--- config.mk ---
export PLATFORM = sky130hd
export DESIGN_NAME = sync_filter_bank
export DESIGN_NICKNAME = d
export VERILOG_FILES = /design/src/rtl/sync_filter_pkg.sv /design/src/rtl/sync_filter_ch.sv /design/src/rtl/sync_filter_bank.sv
export SDC_FILE = /design/constraint.sdc
export NUM_CORES = 1
export LEC_CHECK = 0
export CAP_MARGIN = 40
export CORE_MARGIN = 2
export CORE_UTILIZATION = 48
export DETAILED_ROUTE_END_ITERATION = 6
export PLACE_DENSITY = 0.76
export SYNTH_ARGS = -nofsm -noshare
export SYNTH_HDL_FRONTEND = slang
export SYNTH_SLANG_ARGS = --single-unit
--- constraint.sdc ---
create_clock -name clk -period 1.55 [get_ports clk]
set_input_delay 0.31 -clock clk [delete_from_list [all_inputs] [get_ports clk]]
set_output_delay 0.31 -clock clk [all_outputs]
set_load 0.1 [all_outputs]
--- src/rtl/sync_filter_pkg.sv ---
// Shared constants for the sync_filter_bank input conditioner.
package sync_filter_pkg;

  localparam int MIN_STAGES   = 2;
  localparam int EDGE_CNT_W   = 8;
  localparam int EDGE_CNT_MAX = 255;
  localparam int SEL_W        = 4;

  // Synchronizer depths below two offer no metastability protection.
  function automatic int eff_stages(input int stages);
    return (stages < MIN_STAGES) ? MIN_STAGES : stages;
  endfunction

endpackage

--- src/rtl/sync_filter_ch.sv ---
// One conditioner channel: synchronizer chain, glitch filter with a
// stability counter, registered rise/fall pulses and a sticky event flag.
module sync_filter_ch
  import sync_filter_pkg::*;
#(
  parameter int   STAGES  = 2,
  parameter int   FILT_W  = 4,
  parameter logic RST_VAL = 1'b0
) (
  input  logic              clk,
  input  logic              rst,
  input  logic              ena,
  input  logic              async_in,
  input  logic [FILT_W-1:0] filt_len,
  input  logic              evt_clr,
  output logic              sync_out,
  output logic              filt_out,
  output logic              rise,
  output logic              fall,
  output logic              evt_flag
);

  localparam int N = eff_stages(STAGES);

  logic [N-1:0]      sync_reg;
  logic [FILT_W-1:0] cnt_reg;
  logic              filt_reg;
  logic              rise_reg;
  logic              fall_reg;
  logic              flag_reg;
  logic              mismatch;
  logic              expire;

  // A flip needs filt_len+1 consecutive mismatched cycles; cnt saturates there.
  assign mismatch = sync_reg[N-1] ^ filt_reg;
  assign expire   = mismatch && (cnt_reg >= filt_len);

  // Synchronizer chain keeps shifting regardless of ena.
  always_ff @(posedge clk) begin
    if (rst) sync_reg <= {N{RST_VAL}};
    else     sync_reg <= {sync_reg[N-2:0], async_in};
  end

  // Stability counter, filtered level and one-cycle edge pulses.
  always_ff @(posedge clk) begin
    if (rst) begin
      cnt_reg  <= '0;
      filt_reg <= RST_VAL;
      rise_reg <= 1'b0;
      fall_reg <= 1'b0;
    end else begin
      rise_reg <= 1'b0;
      fall_reg <= 1'b0;
      if (ena) begin
        if (expire) begin
          filt_reg <= ~filt_reg;
          cnt_reg  <= '0;
          rise_reg <= ~filt_reg;
          fall_reg <= filt_reg;
        end else if (mismatch) begin
          cnt_reg <= cnt_reg + FILT_W'(1);
        end else begin
          cnt_reg <= '0;
        end
      end
    end
  end

  // Sticky flag follows the registered pulses; a new event beats a clear.
  always_ff @(posedge clk) begin
    if (rst)                       flag_reg <= 1'b0;
    else if (rise_reg || fall_reg) flag_reg <= 1'b1;
    else if (evt_clr)              flag_reg <= 1'b0;
  end

  assign sync_out = sync_reg[N-1];
  assign filt_out = filt_reg;
  assign rise     = rise_reg;
  assign fall     = fall_reg;
  assign evt_flag = flag_reg;

endmodule

--- src/rtl/sync_filter_bank.sv ---
// Multi-channel synchronizer + glitch filter bank.
// Optional build macro SYNC_FILTER_EDGE_COUNT_EN adds per-channel saturating
// rising-edge counters readable through cnt_sel/cnt_out; without it cnt_out
// is tied to zero and the port stays for a uniform pinout.
module sync_filter_bank
  import sync_filter_pkg::*;
#(
  parameter int            CH      = 8,
  parameter int            STAGES  = 2,
  parameter int            FILT_W  = 4,
  parameter logic [CH-1:0] RST_VAL = '0
) (
  input  logic                  clk,
  input  logic                  rst,
  input  logic                  ena,
  input  logic [CH-1:0]         async_in,
  input  logic [FILT_W-1:0]     filt_len,
  input  logic [CH-1:0]         evt_clr,
  input  logic [SEL_W-1:0]      cnt_sel,
  output logic [CH-1:0]         sync_out,
  output logic [CH-1:0]         filt_out,
  output logic [CH-1:0]         rise,
  output logic [CH-1:0]         fall,
  output logic [CH-1:0]         evt_flags,
  output logic [EDGE_CNT_W-1:0] cnt_out
);

  genvar gi;

  generate
    for (gi = 0; gi < CH; gi++) begin : g_ch
      sync_filter_ch #(
        .STAGES (STAGES),
        .FILT_W (FILT_W),
        .RST_VAL(RST_VAL[gi])
      ) u_ch (
        .clk     (clk),
        .rst     (rst),
        .ena     (ena),
        .async_in(async_in[gi]),
        .filt_len(filt_len),
        .evt_clr (evt_clr[gi]),
        .sync_out(sync_out[gi]),
        .filt_out(filt_out[gi]),
        .rise    (rise[gi]),
        .fall    (fall[gi]),
        .evt_flag(evt_flags[gi])
      );
    end
  endgenerate

`ifdef SYNC_FILTER_EDGE_COUNT_EN
  // Table padded to the full select range so unused selects read as zero.
  localparam int SEL_N = 1 << SEL_W;

  logic [EDGE_CNT_W-1:0] edge_cnt [SEL_N];
  logic [EDGE_CNT_W-1:0] cnt_out_reg;

  generate
    for (gi = 0; gi < SEL_N; gi++) begin : g_cnt
      if (gi < CH) begin : g_live
        logic [EDGE_CNT_W-1:0] edge_cnt_reg;
        // Saturating rise counter; an increment coinciding with a clear gives 1.
        always_ff @(posedge clk) begin
          if (rst) begin
            edge_cnt_reg <= '0;
          end else if (rise[gi]) begin
            if (evt_clr[gi])
              edge_cnt_reg <= EDGE_CNT_W'(1);
            else if (edge_cnt_reg != EDGE_CNT_W'(EDGE_CNT_MAX))
              edge_cnt_reg <= edge_cnt_reg + EDGE_CNT_W'(1);
          end else if (evt_clr[gi]) begin
            edge_cnt_reg <= '0;
          end
        end
        assign edge_cnt[gi] = edge_cnt_reg;
      end else begin : g_pad
        assign edge_cnt[gi] = '0;
      end
    end
  endgenerate

  // Registered readback mux, one cycle behind cnt_sel.
  always_ff @(posedge clk) begin
    if (rst) cnt_out_reg <= '0;
    else     cnt_out_reg <= edge_cnt[cnt_sel];
  end

  assign cnt_out = cnt_out_reg;
`else
  logic unused_cnt_sel;
  assign unused_cnt_sel = ^cnt_sel;
  assign cnt_out        = '0;
`endif

endmodule

Yosys cells after proc, flatten, opt, wreduce, memory -nomap -nowiden
Index checks and enable logic that the tools add are counted.

$add $sub $neg: 8. Magnitude comparators: 8. Mux-type cells: 32. Bitwise operators: 25. Reduce and logical (&&, ||, !) cells: 40.

Operators by type and width (count): 4-bit 2-to-1 mux (16); 4-bit by 1-bit adder with 4-bit output, second input constant (8); 4-bit >= comparator (8); 3-bit OR reduction (8); 1-bit NOT (17); 1-bit 2-to-1 mux (16); 2-bit AND reduction (8); 2-bit nonzero test (8); 1-bit logical AND (8); 1-bit logical OR (8); 1-bit bitwise XOR (8).

Register bits after elaboration: 80. Input port bits: 27. Output and inout bits: 48. Word-level logic and storage cells: 161.

Depth between registers and ports, before layout
Word-level depth: 4. Depth in mapped cells: 6. Mapped depth without buffers: 6.

Hierarchy
From an unflattened synthesis, not the netlist that was laid out.

Cell total of the unflattened synthesis: 433. Area, all modules: 4117.7 um2.

Modules (own cells, without submodules): sync_filter_ch (times used 8, cells each 53, area each 506.7 um2, seq. area each 200.2 um2); sync_filter_bank (times used 1, cells each 9, area each 63.8 um2, seq. area each 0.0 um2).

Worst setup path before layout
No wires, ideal clock.

Kind: reg2reg. From: reg g_ch[4].u_ch.cnt_reg[0]. To: reg g_ch[4].u_ch.filt_reg. Setup time: 0.135 ns. Arrival time: 1.460 ns. Required time: 1.415 ns. Setup slack: -0.045 ns. Stages on the path, launching flop included: 7. Path buffers: 0. Clock period less this slack: 1.595 ns. Cell sequence: dfxtp_1 -> inv_1 -> ha_1 -> nand2b_4 -> a2111oi_4 -> or2_1 -> o41ai_1.

Cells in the longest elaborated chain, start to end: 3.

Ends and longest elaborated chain: start, declared (line sync_filter_ch.sv:26) `logic [FILT_W-1:0] cnt_reg;`; start signal, assigned (line sync_filter_ch.sv:61) `cnt_reg <= cnt_reg + FILT_W'(1);`; 4-bit >= comparator (line sync_filter_ch.sv:36) `assign expire = mismatch && (cnt_reg >= filt_len);`; 1-bit logical AND (line sync_filter_ch.sv:36); 2-bit AND reduction (no line); end signal, assigned (line sync_filter_ch.sv:56) `filt_reg <= ~filt_reg;`; end, declared (line sync_filter_ch.sv:27) `logic filt_reg;`.

No other way between the ends. A chain may end at the register's enable or synchronous reset.

Worst setup path after layout
From: reg g_ch[3].u_ch.cnt_reg[0]. To: reg g_ch[3].u_ch.filt_reg.

Cells in the longest elaborated chain, start to end: 3.

Ends and longest elaborated chain (line): start, declared (sync_filter_ch.sv:26); start signal, assigned (sync_filter_ch.sv:61); 4-bit >= comparator (sync_filter_ch.sv:36); 1-bit logical AND (sync_filter_ch.sv:36); 2-bit AND reduction (no line); end signal, assigned (sync_filter_ch.sv:56); end, declared (sync_filter_ch.sv:27).

No other way between the ends.

==> results.py <==
metrics = {
    "timing": {
        "timing_worst_slew_pin_value_ps": 707,
        "fmaxAchievable_ghz": 0.606,
        "slew_viol_final": 0,
        "layout_setup_ws_ps": -99.8,
        "timing.final.setup_violations": 32,
        "finClkSkew_ps": 3.91,
        "fin_crit_sh_pct": 106,
        "rsz0062_at_grt": "true",
        "final_hold_viol_count": 0,
        "fin_hold_ws_ps": 380,
        "finalSetupTns_ps": -1520,
        "fin_crit_ps": 1650,
        "maxSlewHeadroom_pct": 52.8,
    },
    "cells_and_area": {
        "fin_cells": 641,
        "largest_register_ffs": 32,
        "final_cell_area_mm2": 0.00624,
        "area_growth_syn_to_layout_pct": 40.9,
        "layout-drive-gt1-share_pct": 40.9,
        "fill_cells": 624,
        "antenna-diode-count": 0,
        "nNetsFinal": 592,
    },
    "floorplan": {
        "io_pins": 75,
        "start_util_pct": 48.6,
        "num_rows": 35,
        "die_h_um": 100,
        "die-area_mm2": 0.0100,
        "placeableCoreArea_mm2": 0.00911,
        "width_of_the_die_um": 100,
    },
    "clocking": {
        "worstSkewPairLatency_ps": 370,
        "cts-htree-levels": 3,
        "max-clock-path-buffers": 2,
        "cts.sink_count": 80,
        "cts_hold_buf": 0,
        "cts.reportedPaths.clkPinSlew_ps": 80,
        "cts-buffers-inserted": 9,
        "root_buffer": "clkbuf_8",
        "cts_tree": "yes",
    },
    "pwr": {
        "power_per_cell_area_mw_per_mm2": 725,
        "p_leak_nw": 2.33,
        "fraction_of_power_consumed_by_sequential_logic_pct": 46.6,
        "sw_frac_of_total_pct": 29.4,
        "internal_power_mw": 3.19,
        "power_switching_mw": 1.33,
        "vdd_ir_drop_max_mv": 0.740,
        "combinationalPowerShare_pct": 17.6,
        "pwr-share-clk_pct": 35.8,
    },
    "synth": {
        "postSynth.topFlopCell": "dfxtp_1",
        "postSynthCellCount": 464,
        "yosysWarnings": 0,
        "synth_enable_flop_cells": 0,
        "ys_ff_latch": 80,
        "asyncSetResetFlopFracSynth_pct": 0,
        "mean_instance_size_in_the_synthesized_netlist_um2": 9.55,
        "post_synthesis_cell_type_count": 29,
        "synth.yosys.seq_area_share_pct": 36.1,
        "mappedNetlistArea_mm2": 0.00443,
    },
    "route": {
        "drtIter0Drc": 184,
        "postRouteAntennaNets": 0,
        "vias_per_cell": 5.76,
        "via_count": 3691,
        "average_wire_length_per_cell_after_detail_routing_um": 18.3,
        "remaining_drc_errors": 0,
        "wl_um": 11700,
        "dr.pass1.iters": 5,
    },
    "setup_path": {
        "max_fo_critical_path": 5,
        "worstPathArrival_ps": 1890,
        "setup.worst_path.end_class": "flop",
        "worst-endpoint-required_ps": 1790,
        "crit_path_start_kind": "flop",
        "path_class": "flop to flop",
    },
    "status": {
        "violations_in_the_final_reports": "negative setup slack",
        "run_status": "finished, violations left",
    },
    "global_routing": {
        "track_usage_pct": 23.0,
        "grt_pass1_vias": 3737,
        "grt_max_degree": 27,
        "grt_overflow_total": 0,
        "number_of_antenna_violations_at_the_first_check_in_global_routing": 0,
        "first_pass_grt_wire_length_um": 18000,
    },
    "placed_design": {
        "detailed_place.area_mm2": 0.00548,
        "dp_worst_setup_slack_ps": -680,
        "buffer_ports.inserted": 62,
        "routability_cong": 0.875,
        "dp.cells": 615,
        "post-dp-hpwl_um": 7280,
    },
    "run": {
        "max_cap_viol_count": 0,
    },
    "hold_path": {
        "hold_path.class": "input port to flop",
    },
}
[cell type report]
type | instances | area, um^2 | area share, %
Clock buffer | 10 | 138 | 2.20
Clock inverter | 6 | 67.6 | 1.08
Inverter | 21 | 85.1 | 1.36
Multi-Input combinational cell | 306 | 2800 | 44.8
Sequential cell | 80 | 1620 | 25.9
Tap cell | 111 | 139 | 2.22
Timing Repair Buffer | 107 | 1400 | 22.4
[through the flow]
stage / utilization [%] / total power, mW
2_1_floorplan: - / 2.62
3_3_place_gp: 60.1 / 2.80
3_5_place_dp: 60.1 / 2.83
4_1_cts: 67.0 / 4.48
5_1_grt: 68.6 / 4.67
6_report: 68.6 / 4.52
[cells by family (layout without fill, tap and decap cells)]
group                    Yosys count  count (layout)  share of synthesized area (%)
other                              1               8                         0.0846
AO/OA/AOI/OAI                    112             112                           20.1
buffers and inverters             85             144                           11.6
XOR/XNOR                           8               8                           1.58
adder cells (fa/ha/maj)           40              40                           11.3
AND/OR/NAND/NOR                  138             138                           19.2
flip-flops                        80              80                           36.1
[final timing paths]
path	slack, ps	endpoint	cells past startpoint	from
setup / recovery	-100	g_ch[3].u_ch.filt_out$_SDFFE_PP0P_	6	g_ch[3].u_ch.cnt_reg[0]$_SDFFE_PP0P_
hold / removal	380	g_ch[0].u_ch.cnt_reg[0]$_SDFFE_PP0P_	3	rst
setup reg to reg	-100	g_ch[3].u_ch.filt_out$_SDFFE_PP0P_	6	g_ch[3].u_ch.cnt_reg[0]$_SDFFE_PP0P_
hold reg to reg	440	g_ch[4].u_ch.sync_reg[1]$_SDFF_PP0_	1	g_ch[4].u_ch.sync_reg[0]$_SDFF_PP0_
[cells in the mapped netlist, types with 9 or more instances]
cell / instances / area (um^2)
inv_1: 20 / 75.1
buf_4: 49 / 368
ha_1: 40 / 500
nor2_1: 24 / 90.1
o2111ai_1: 16 / 140
nand2b_4: 9 / 124
o21ai_1: 24 / 120
nor2b_1: 16 / 100
nand2_1: 32 / 120
dfxtp_1: 80 / 1600
a21oi_1: 32 / 160
[metal layers]
metal	vias up	track usage [%]	share of wire (%)
li1	1742	-	-
met1	1769	25.0	38
met2	144	43.0	55
met3	36	5.78	4.4
met4	0	8.54	2.4
met5	-	0	0
[critical path: stages (launching register included)]
cell and delay, ps:
dfxtp_2 340, inv_2 50, ha_4 220, nand2b_4 140, a2111oi_4 430, or2_4 230
o41ai_2 90
[power by group through the flow]
stage                     logic, mW  registers, mW  clock network (mW)
after global placement        0.651           2.15                   0
final                         0.795           2.11                1.62
after CTS                     0.745           2.11                1.62
after floorplan               0.478           2.15                   0
after detailed placement      0.674           2.15                   0
after global routing          0.838           2.11                1.72
[layout by cell type, fill, tap and decap left out, types with 10 or more instances in the layout]
master and n:
clkbuf_8 10, a21oi_1 29, inv_2 10, nor2b_1 16, buf_12 44, dfxtp_1 69, o2111ai_1 12, ha_1 18
nand2_1 32, nor2_1 16, buf_4 41, ha_4 18, dfxtp_2 11, o21ai_1 18, clkdlybuf4s50_1 17
[what timing repair did]
item / 4_1_cts / 5_1_grt
resized for setup: 81 / 27
setup endpoints to repair: 56 / 56
buffers inserted: 7 / 4
pin swaps: 55 / 35
(Power assumes the default switching activity.)
